$ cat config.mk
export PLATFORM = sky130hd
export DESIGN_NAME = counter_sequencer
export DESIGN_NICKNAME = d
export VERILOG_FILES = /design/src/rtl/counter_sequencer.sv
export SDC_FILE = /design/constraint.sdc
export NUM_CORES = 1
export LEC_CHECK = 0
export ABC_AREA = 1
export CAP_MARGIN = 20
export CORE_UTILIZATION = 48
export CTS_BUF_LIST = sky130_fd_sc_hd__clkbuf_4
export DETAILED_ROUTE_END_ITERATION = 12
export PLACE_DENSITY = 0.86
export SYNTH_ARGS = -nofsm -noshare
export SYNTH_HDL_FRONTEND = slang
export SYNTH_SLANG_ARGS = --single-unit
export TNS_END_PERCENT = 100
$ cat constraint.sdc
create_clock -name CLK -period 3.25 [get_ports CLK]
set_input_delay 0.4875 -clock CLK [delete_from_list [all_inputs] [get_ports CLK]]
set_output_delay 0.4875 -clock CLK [all_outputs]
set_load 0.02 [all_outputs]
$ cat src/rtl/counter_sequencer.sv
// counter_sequencer
//   Control FSM for a chain of cascaded 4-bit synchronous counters
//   (LS161a-style, W/4 stages, RCO rippled into the next stage's ENT).
//   It turns a START/STOP/HOLD command interface plus a period length
//   into the counters' D / LOAD_n / ENP / ENT / CLR_n pins. Periods can
//   be one-shot or auto-reload.
//
//   The counters are preloaded with RV = 2^W - len_r, so the last stage
//   raises RCO exactly len_r clocks after the load. That RCO marks the
//   end of a period.
//
//   Handshake: START, STOP and ERR are single-cycle pulses. START is
//   accepted only in IDLE, and is accepted only when LEN != 0. A rejected
//   START (LEN == 0) gives one ERR pulse on the following cycle. HOLD is
//   a level and freezes counting while it is high.
//
// Ports
//   CLK         clock, rising edge
//   CLR         synchronous active-high reset; also clears the counters
//   START       pulse: begin a period sequence (samples AUTO and LEN)
//   STOP        pulse: abort the sequence
//   HOLD        level: freeze counting
//   AUTO        1 = auto-reload, 0 = one-shot
//   LEN [W]     period length in clocks; 0 is illegal
//   RCO_IN      RCO of the last counter stage
//   CNT_D [W]   parallel-load value
//   CNT_LOAD_n  active-low synchronous load
//   CNT_ENP     count enable parallel, all stages
//   CNT_ENT     count enable trickle, first stage
//   CNT_CLR_n   active-low clear
//   BUSY        sequence in progress
//   TICK        one-cycle pulse per completed period
//   DONE        one-cycle pulse at one-shot completion
//   ERR         one-cycle pulse: START rejected because LEN == 0
//
//   W must be a multiple of 4.
module counter_sequencer #(
    parameter int W = 8
) (
    input  logic         CLK,
    input  logic         CLR,
    input  logic         START,
    input  logic         STOP,
    input  logic         HOLD,
    input  logic         AUTO,
    input  logic [W-1:0] LEN,
    input  logic         RCO_IN,
    output logic [W-1:0] CNT_D,
    output logic         CNT_LOAD_n,
    output logic         CNT_ENP,
    output logic         CNT_ENT,
    output logic         CNT_CLR_n,
    output logic         BUSY,
    output logic         TICK,
    output logic         DONE,
    output logic         ERR
);

    typedef enum logic [1:0] {
        S_IDLE,
        S_LOAD,
        S_RUN,
        S_CLEAR
    } state_t;

    state_t       state;
    state_t       state_nx;
    logic [W-1:0] len_r;
    logic         auto_r;
    logic         err_r;
    logic         done_r;
    logic [W-1:0] rv;
    logic         term;
    logic         accept;
    logic         err_set;
    logic         done_set;

    // Two's-complement negation gives (2^W - len_r) mod 2^W.
    assign rv = '0 - len_r;

    // End of a period: the chain shows all-ones and is actually counting.
    // STOP outranks a coincident period end.
    assign term     = (state == S_RUN) & RCO_IN & ~HOLD & ~STOP;
    assign accept   = (state == S_IDLE) & START & (LEN != '0);
    assign err_set  = (state == S_IDLE) & START & (LEN == '0);
    // This flag tells CLEAR whether it was entered by one-shot completion.
    assign done_set = term & ~auto_r;

    always_ff @(posedge CLK) begin
        if (CLR) begin
            state  <= S_IDLE;
            len_r  <= '0;
            auto_r <= 1'b0;
            err_r  <= 1'b0;
            done_r <= 1'b0;
        end else begin
            state  <= state_nx;
            err_r  <= err_set;
            done_r <= done_set;
            if (accept) begin
                len_r  <= LEN;
                auto_r <= AUTO;
            end
        end
    end

    always_comb begin
        state_nx   = state;
        CNT_D      = '0;
        CNT_LOAD_n = 1'b1;
        CNT_ENP    = 1'b0;
        CNT_ENT    = 1'b0;
        CNT_CLR_n  = 1'b1;
        BUSY       = 1'b0;
        TICK       = 1'b0;
        DONE       = 1'b0;
        ERR        = 1'b0;

        if (CLR) begin
            // Clear the external counters in the same edge that resets the FSM.
            CNT_CLR_n = 1'b0;
        end else begin
            case (state)
                S_IDLE: begin
                    ERR = err_r;
                    if (accept) begin
                        state_nx = S_LOAD;
                    end
                end
                S_LOAD: begin
                    CNT_D      = rv;
                    CNT_LOAD_n = 1'b0;
                    BUSY       = 1'b1;
                    state_nx   = STOP ? S_CLEAR : S_RUN;
                end
                S_RUN: begin
                    CNT_D   = rv;
                    CNT_ENT = 1'b1;
                    CNT_ENP = ~HOLD;
                    BUSY    = 1'b1;
                    TICK    = term;
                    // In auto mode, reload at the same edge where the chain would wrap.
                    CNT_LOAD_n = ~(term & auto_r);
                    if (STOP || done_set) begin
                        state_nx = S_CLEAR;
                    end
                end
                S_CLEAR: begin
                    CNT_CLR_n = 1'b0;
                    BUSY      = 1'b1;
                    DONE      = done_r;
                    state_nx  = S_IDLE;
                end
                default: begin
                    state_nx = S_IDLE;
                end
            endcase
        end
    end

endmodule

# Yosys cells after proc, flatten, opt, wreduce, memory -nomap -nowiden
# Index checks and enable logic that the tools add are counted.
# Widths: inputs -> output; s select.
[word_totals]
register_bits = 13
latch_bits = 0
ramBits = 0
rom_bits = 0
n_memories = 0
[op_classes]
n_addsub = 1
multipliers = 0
div_mod_pow = 0
magnitude_cmp = 0
eq_ne = 5
shifts = 0
muxes = 22
n_bitwise = 12
n_reduce_logical = 7
[op_table]
columns = ["operator", "n"]
rows = [
  ["$mux 1", 16],
  ["$mux 8", 2],
  ["$and 1x1->1", 8],
  ["$logic_not 8->1", 1],
  ["$pmux 2 s4", 1],
  ["$reduce_bool 8->1", 1],
  ["$sub 1x8->8 const A", 1],
  ["$eq 2x2->1 const B", 2],
  ["$mux 2", 2],
  ["$not 1->1", 4],
  ["$reduce_or 3->1", 1],
  ["$eq 2x1->1 const B", 1],
  ["$logic_not 2->1", 1],
  ["$ne 2x1->1 const B", 1],
  ["$ne 2x2->1 const B", 1],
  ["$pmux 1 s2", 1],
  ["$reduce_and 2->1", 1],
  ["$reduce_or 2->1", 1],
  ["$logic_or 1x1->1", 1],
]

# Logic depth before layout (Yosys ltp)
# Gate-level depths: netlist of the first run.
[logic_depth]
word_depth = 8
depth_mapped = 9

# Worst setup path after synthesis of the first run
# No wires, ideal clock.
[synth_timing]
path_kind = "register to output"
start = "register state[0]"
end = "output port CNT_D[6]"
arrival_ns = 1.623
required_time_ns = 2.762
path_slack_ns = 1.140
path_stages_with_launch = 7
path_cell_list = "dfxtp_1 -> inv_1 -> ha_1 -> inv_1 -> nor2_1 -> inv_1 -> nor3b_1"
[synth_between]
elab_chain_len = 4
[synth_lines]
columns = ["element", "line", "rtl"]
rows = [
  ["start, declared", "66", "state_t state;"],
  ["start signal, assigned", "97", "state <= state_nx;"],
  ["$eq 2x2->1 / $eq 2x1->1 (equally long branches)", "123", "case (state)"],
  ["$reduce_or 2->1 (no source line) *", "n/a", ""],
  ["$mux 8 *", "123", ""],
  ["$mux 8 *", "119", "if (CLR) begin"],
  ["end, declared", "48", "output logic [W-1:0] CNT_D,"],
]
# Every way passes the cells marked *; elsewhere a longest branch is shown, timed or not.

# Worst setup path in the final report of the first run
# Same ends and word-level chain as after synthesis.

==> results.txt, run 1 <==
----------------------------------------------------
[STA]
  Final worst setup slack ... 0.3258 ns
  Highest achievable clock rate ... 0.3420 GHz
  Setup repair after global routing missed its margin ... no
  Skew final ... 0.003902 ns
  Fin crit share ... 0.8998
  Hold Slack ... 0.4981 ns
  Final setup violation count ... 0
  Fin Setup TNS ... 0 ns
  Shortest clock period the worst path allows after layout ... 2.924 ns
  Tightest Pin Transition ... 0.4361 ns
  Max-Slew Margin vs Limit ... 0.7082
  Max-slew violation count ... 0
  Final Hold Fails ... 0

[Route]
  Via count ... 911
  Remaining antenna violation count ... 0
  Initial DRT Pass Iterations ... 4
  Total wirelength of the detailed-routed design ... 2030 microns
  DRC violation count after routing ... 0
  Drt wl/cell ... 12.08 microns
  DR iter-0 viols ... 15
  Post-detailed-route via-to-cell ratio ... 5.423

[Clocking]
  # clock sinks ... 13
  Number of buffers added to fix hold violations after cts ... 0
  Clock H-tree levels ... 1
  Clock tree from TritonCTS ... built
  # Post-CTS Setup Buffers ... 0
  Clock transition at the registers of the reported paths ... 0.08 ns
  Cells resized by post-CTS repair ... 0
  Buffer depth of the longest clock path ... 2
  Root buffer cell ... clkbuf_4
  Worst skew pair latency ... 0.28 ns
  Total CTS buffers ... 3

[Yosys]
  Net count after synthesis ... 141
  Number of distinct library cells after synthesis ... 22
  Number of cells produced by synthesis ... 120
  Mapped Area ... 814.5 sq um
  Synthesis-stage register bit count ... 13
  Yosys warning total ... 0
  Fraction of the yosys area taken by sequential cells ... 0.3195
  Synthesized area per cell ... 6.788 sq um

[Final layout]
  Final-layout fill cell count ... 133
  Share of cells above drive strength 1 ... 0.06579
  Area taken by flip-flops and latches ... 260.3 sq um
  Layout area overhead ... 40.09%
  Area of the multi-input gates ... 466.7 sq um
  Final instance count without filler cells ... 168
  Final-stage net count ... 174
  Number of inserted diodes ... 0

[Place]
  DP Cell Count ... 164
  Placer Congestion ... 0.8490
  Half-perimeter wire length of the detailed placement result ... 1616 microns
  IO Port Bufs ... 30
  Pre-CTS setup slack ... 0.5855 ns

[Worst setup path]
  Largest fanout on the critical path ... 6
  Data required, critical path ... 2.76 ns
  Worst setup path class ... reg -> out
  Reg-to-reg critical path startpoint ... state[0]$_SDFFE_PP0P_
  Signal arrival time at the worst endpoint ... 2.44 ns
  Type of origin of the critical path ... flop
  Critical path startpoint ... state[0]$_SDFFE_PP0P_
  Critical path endpoint category ... output pin

[Die]
  Std cell rows ... 14
  Number of I/O pins ... 31
  Horizontal die dimension ... 43.20 microns
  Vertical die dimension ... 43.20 microns
  Core box area ... 0.001541 sq mm
  Starting utilization of the core area ... 0.5284
  Area of the die ... 0.001866 sq mm

[Power]
  Lkg Pwr ... 0.4851 nW
  Worst VDD drop ... 490.6 uV
  Total power of the final layout ... 0.9041 mW
  Total power per unit cell area ... 792.3 mW/mm^2

[GRT]
  Pin count of the biggest net entering global routing ... 17
  Overall global routing resource usage ... 0.2483
  Global-route wire length before repair ... 3429 microns
  Remaining global-route overflow ... 0
  Antenna violations before repair ... 0
  Vias in the first global route ... 802

[Run status]
  Status ... finished clean

[Worst hold path]
  Origin of the worst min-delay path ... len_r[0]$_SDFFE_PP0P_
  Worst min-delay path category ... reg -> reg

[Flow run]
  Count of maximum capacitance violations ... 0

----------------------------------------------------
-- registers in the layout, summed over array words and instances (netlist names) --
signal  cells
len_r       8
state       2
auto_r      1
done_r      1
err_r       1
-- report_power, final --
| part | internal [mW] | total [mW] | switching (mW) |
|---|---|---|---|
| Combinational | 0.228 | 0.548 | 0.321 |
| Sequential | 0.203 | 0.244 | 0.0413 |
| Clock | 0.0560 | 0.112 | 0.0556 |
| Total | 0.487 | 0.904 | 0.417 |
-- synthesized netlist by cell type --
cell type / instances / area [sq um]
a21oi_1: 8 / 40.04
nor3_1: 4 / 20.02
and3_1: 1 / 6.260
nand3_1: 6 / 30.03
buf_6: 1 / 11.26
nor3b_1: 1 / 7.510
o21ai_2: 1 / 8.760
a32oi_1: 1 / 8.760
nand2_1: 13 / 48.80
inv_2: 1 / 3.750
o21ai_1: 6 / 30.03
inv_1: 14 / 52.55
o21ai_4: 1 / 16.27
buf_2: 1 / 5.000
ha_1: 6 / 75.07
o21ai_0: 9 / 45.04
a21oi_2: 1 / 8.760
nor2_1: 29 / 108.9
buf_8: 1 / 15.01
nand2_2: 1 / 6.260
dfxtp_1: 13 / 260.3
nor4_1: 1 / 6.260
-- metrics by stage --
stage | instance area (sq um) | util
final | 1141 | 0.7403
after CTS | 1141 | 0.7403
after floorplan | 814.5 | -
after global placement | 1111 | 0.7208
after detailed placement | 1111 | 0.7208
after global routing | 1141 | 0.7403
-- cell usage in the layout (no fill, tap or decap), types with 6 or more instances in the layout --
| cell | Yosys | final |
|---|---|---|
| o21ai_1 | 6 | 6 |
| a21oi_1 | 8 | 8 |
| nand2_1 | 13 | 13 |
| nand3_1 | 6 | 6 |
| ha_1 | 6 | 6 |
| nor2_1 | 29 | 29 |
| o21ai_0 | 9 | 9 |
| clkdlybuf4s50_1 | 0 | 30 |
| dfxtp_1 | 13 | 13 |
| inv_1 | 14 | 14 |
-- logic make-up (layout without fill, tap and decap cells) --
logic type / Yosys count / after routing / share of synthesized area
flip-flops: 13 / 13 / 0.3195
buffers and inverters: 18 / 50 / 0.1075
AND/OR/NAND/NOR: 56 / 56 / 0.2873
AO/OA/AOI/OAI: 27 / 27 / 0.1936
adder cells (fa/ha/maj): 6 / 6 / 0.09216
-- critical path: stages (launching register included) --
cell             delay, ns
dfxtp_1               0.44
inv_1                 0.12
ha_1                  0.32
inv_1                 0.07
nor2_1                0.27
inv_1                 0.10
nor3b_1               0.21
clkdlybuf4s50_1       0.63
-- worst paths after layout --
check	end	slack, ns	cells past startpoint
worst max-delay path	CNT_D[6]	0.33	7
worst min-delay path	len_r[0]$_SDFFE_PP0P_	0.50	2
worst max register to register	len_r[6]$_SDFFE_PP0P_	1.65	8
worst min register to register	len_r[0]$_SDFFE_PP0P_	0.50	2
-- per-layer routing --
layer  track usage  vias up  share of wire
li1              -      456              -
met1        0.2950      426           0.43
met2        0.4090       23           0.50
met3       0.08511        6          0.045
met4       0.09091        0          0.018
met5             0        -              0
-- area by class of cell --
class                   count  area share
multi-input cells          89      0.4090
repair buffers             31      0.2697
flip-flops and latches     13      0.2281
inverters                  15     0.04934
clock buffers               4     0.02632
well taps                  16     0.01754
Note: power is estimated with default switching activity, not from simulation.
==> run 2: changes to the inputs <==
--- a/config.mk
+++ b/config.mk
@@ -6,7 +6,6 @@
 export NUM_CORES = 1
 export LEC_CHECK = 0
 export ABC_AREA = 1
-export CAP_MARGIN = 20
 export CORE_UTILIZATION = 48
 export CTS_BUF_LIST = sky130_fd_sc_hd__clkbuf_4
 export DETAILED_ROUTE_END_ITERATION = 12
==> results of run 2 <==
The final DEF is identical to that of run 1; final timing and power are the same.
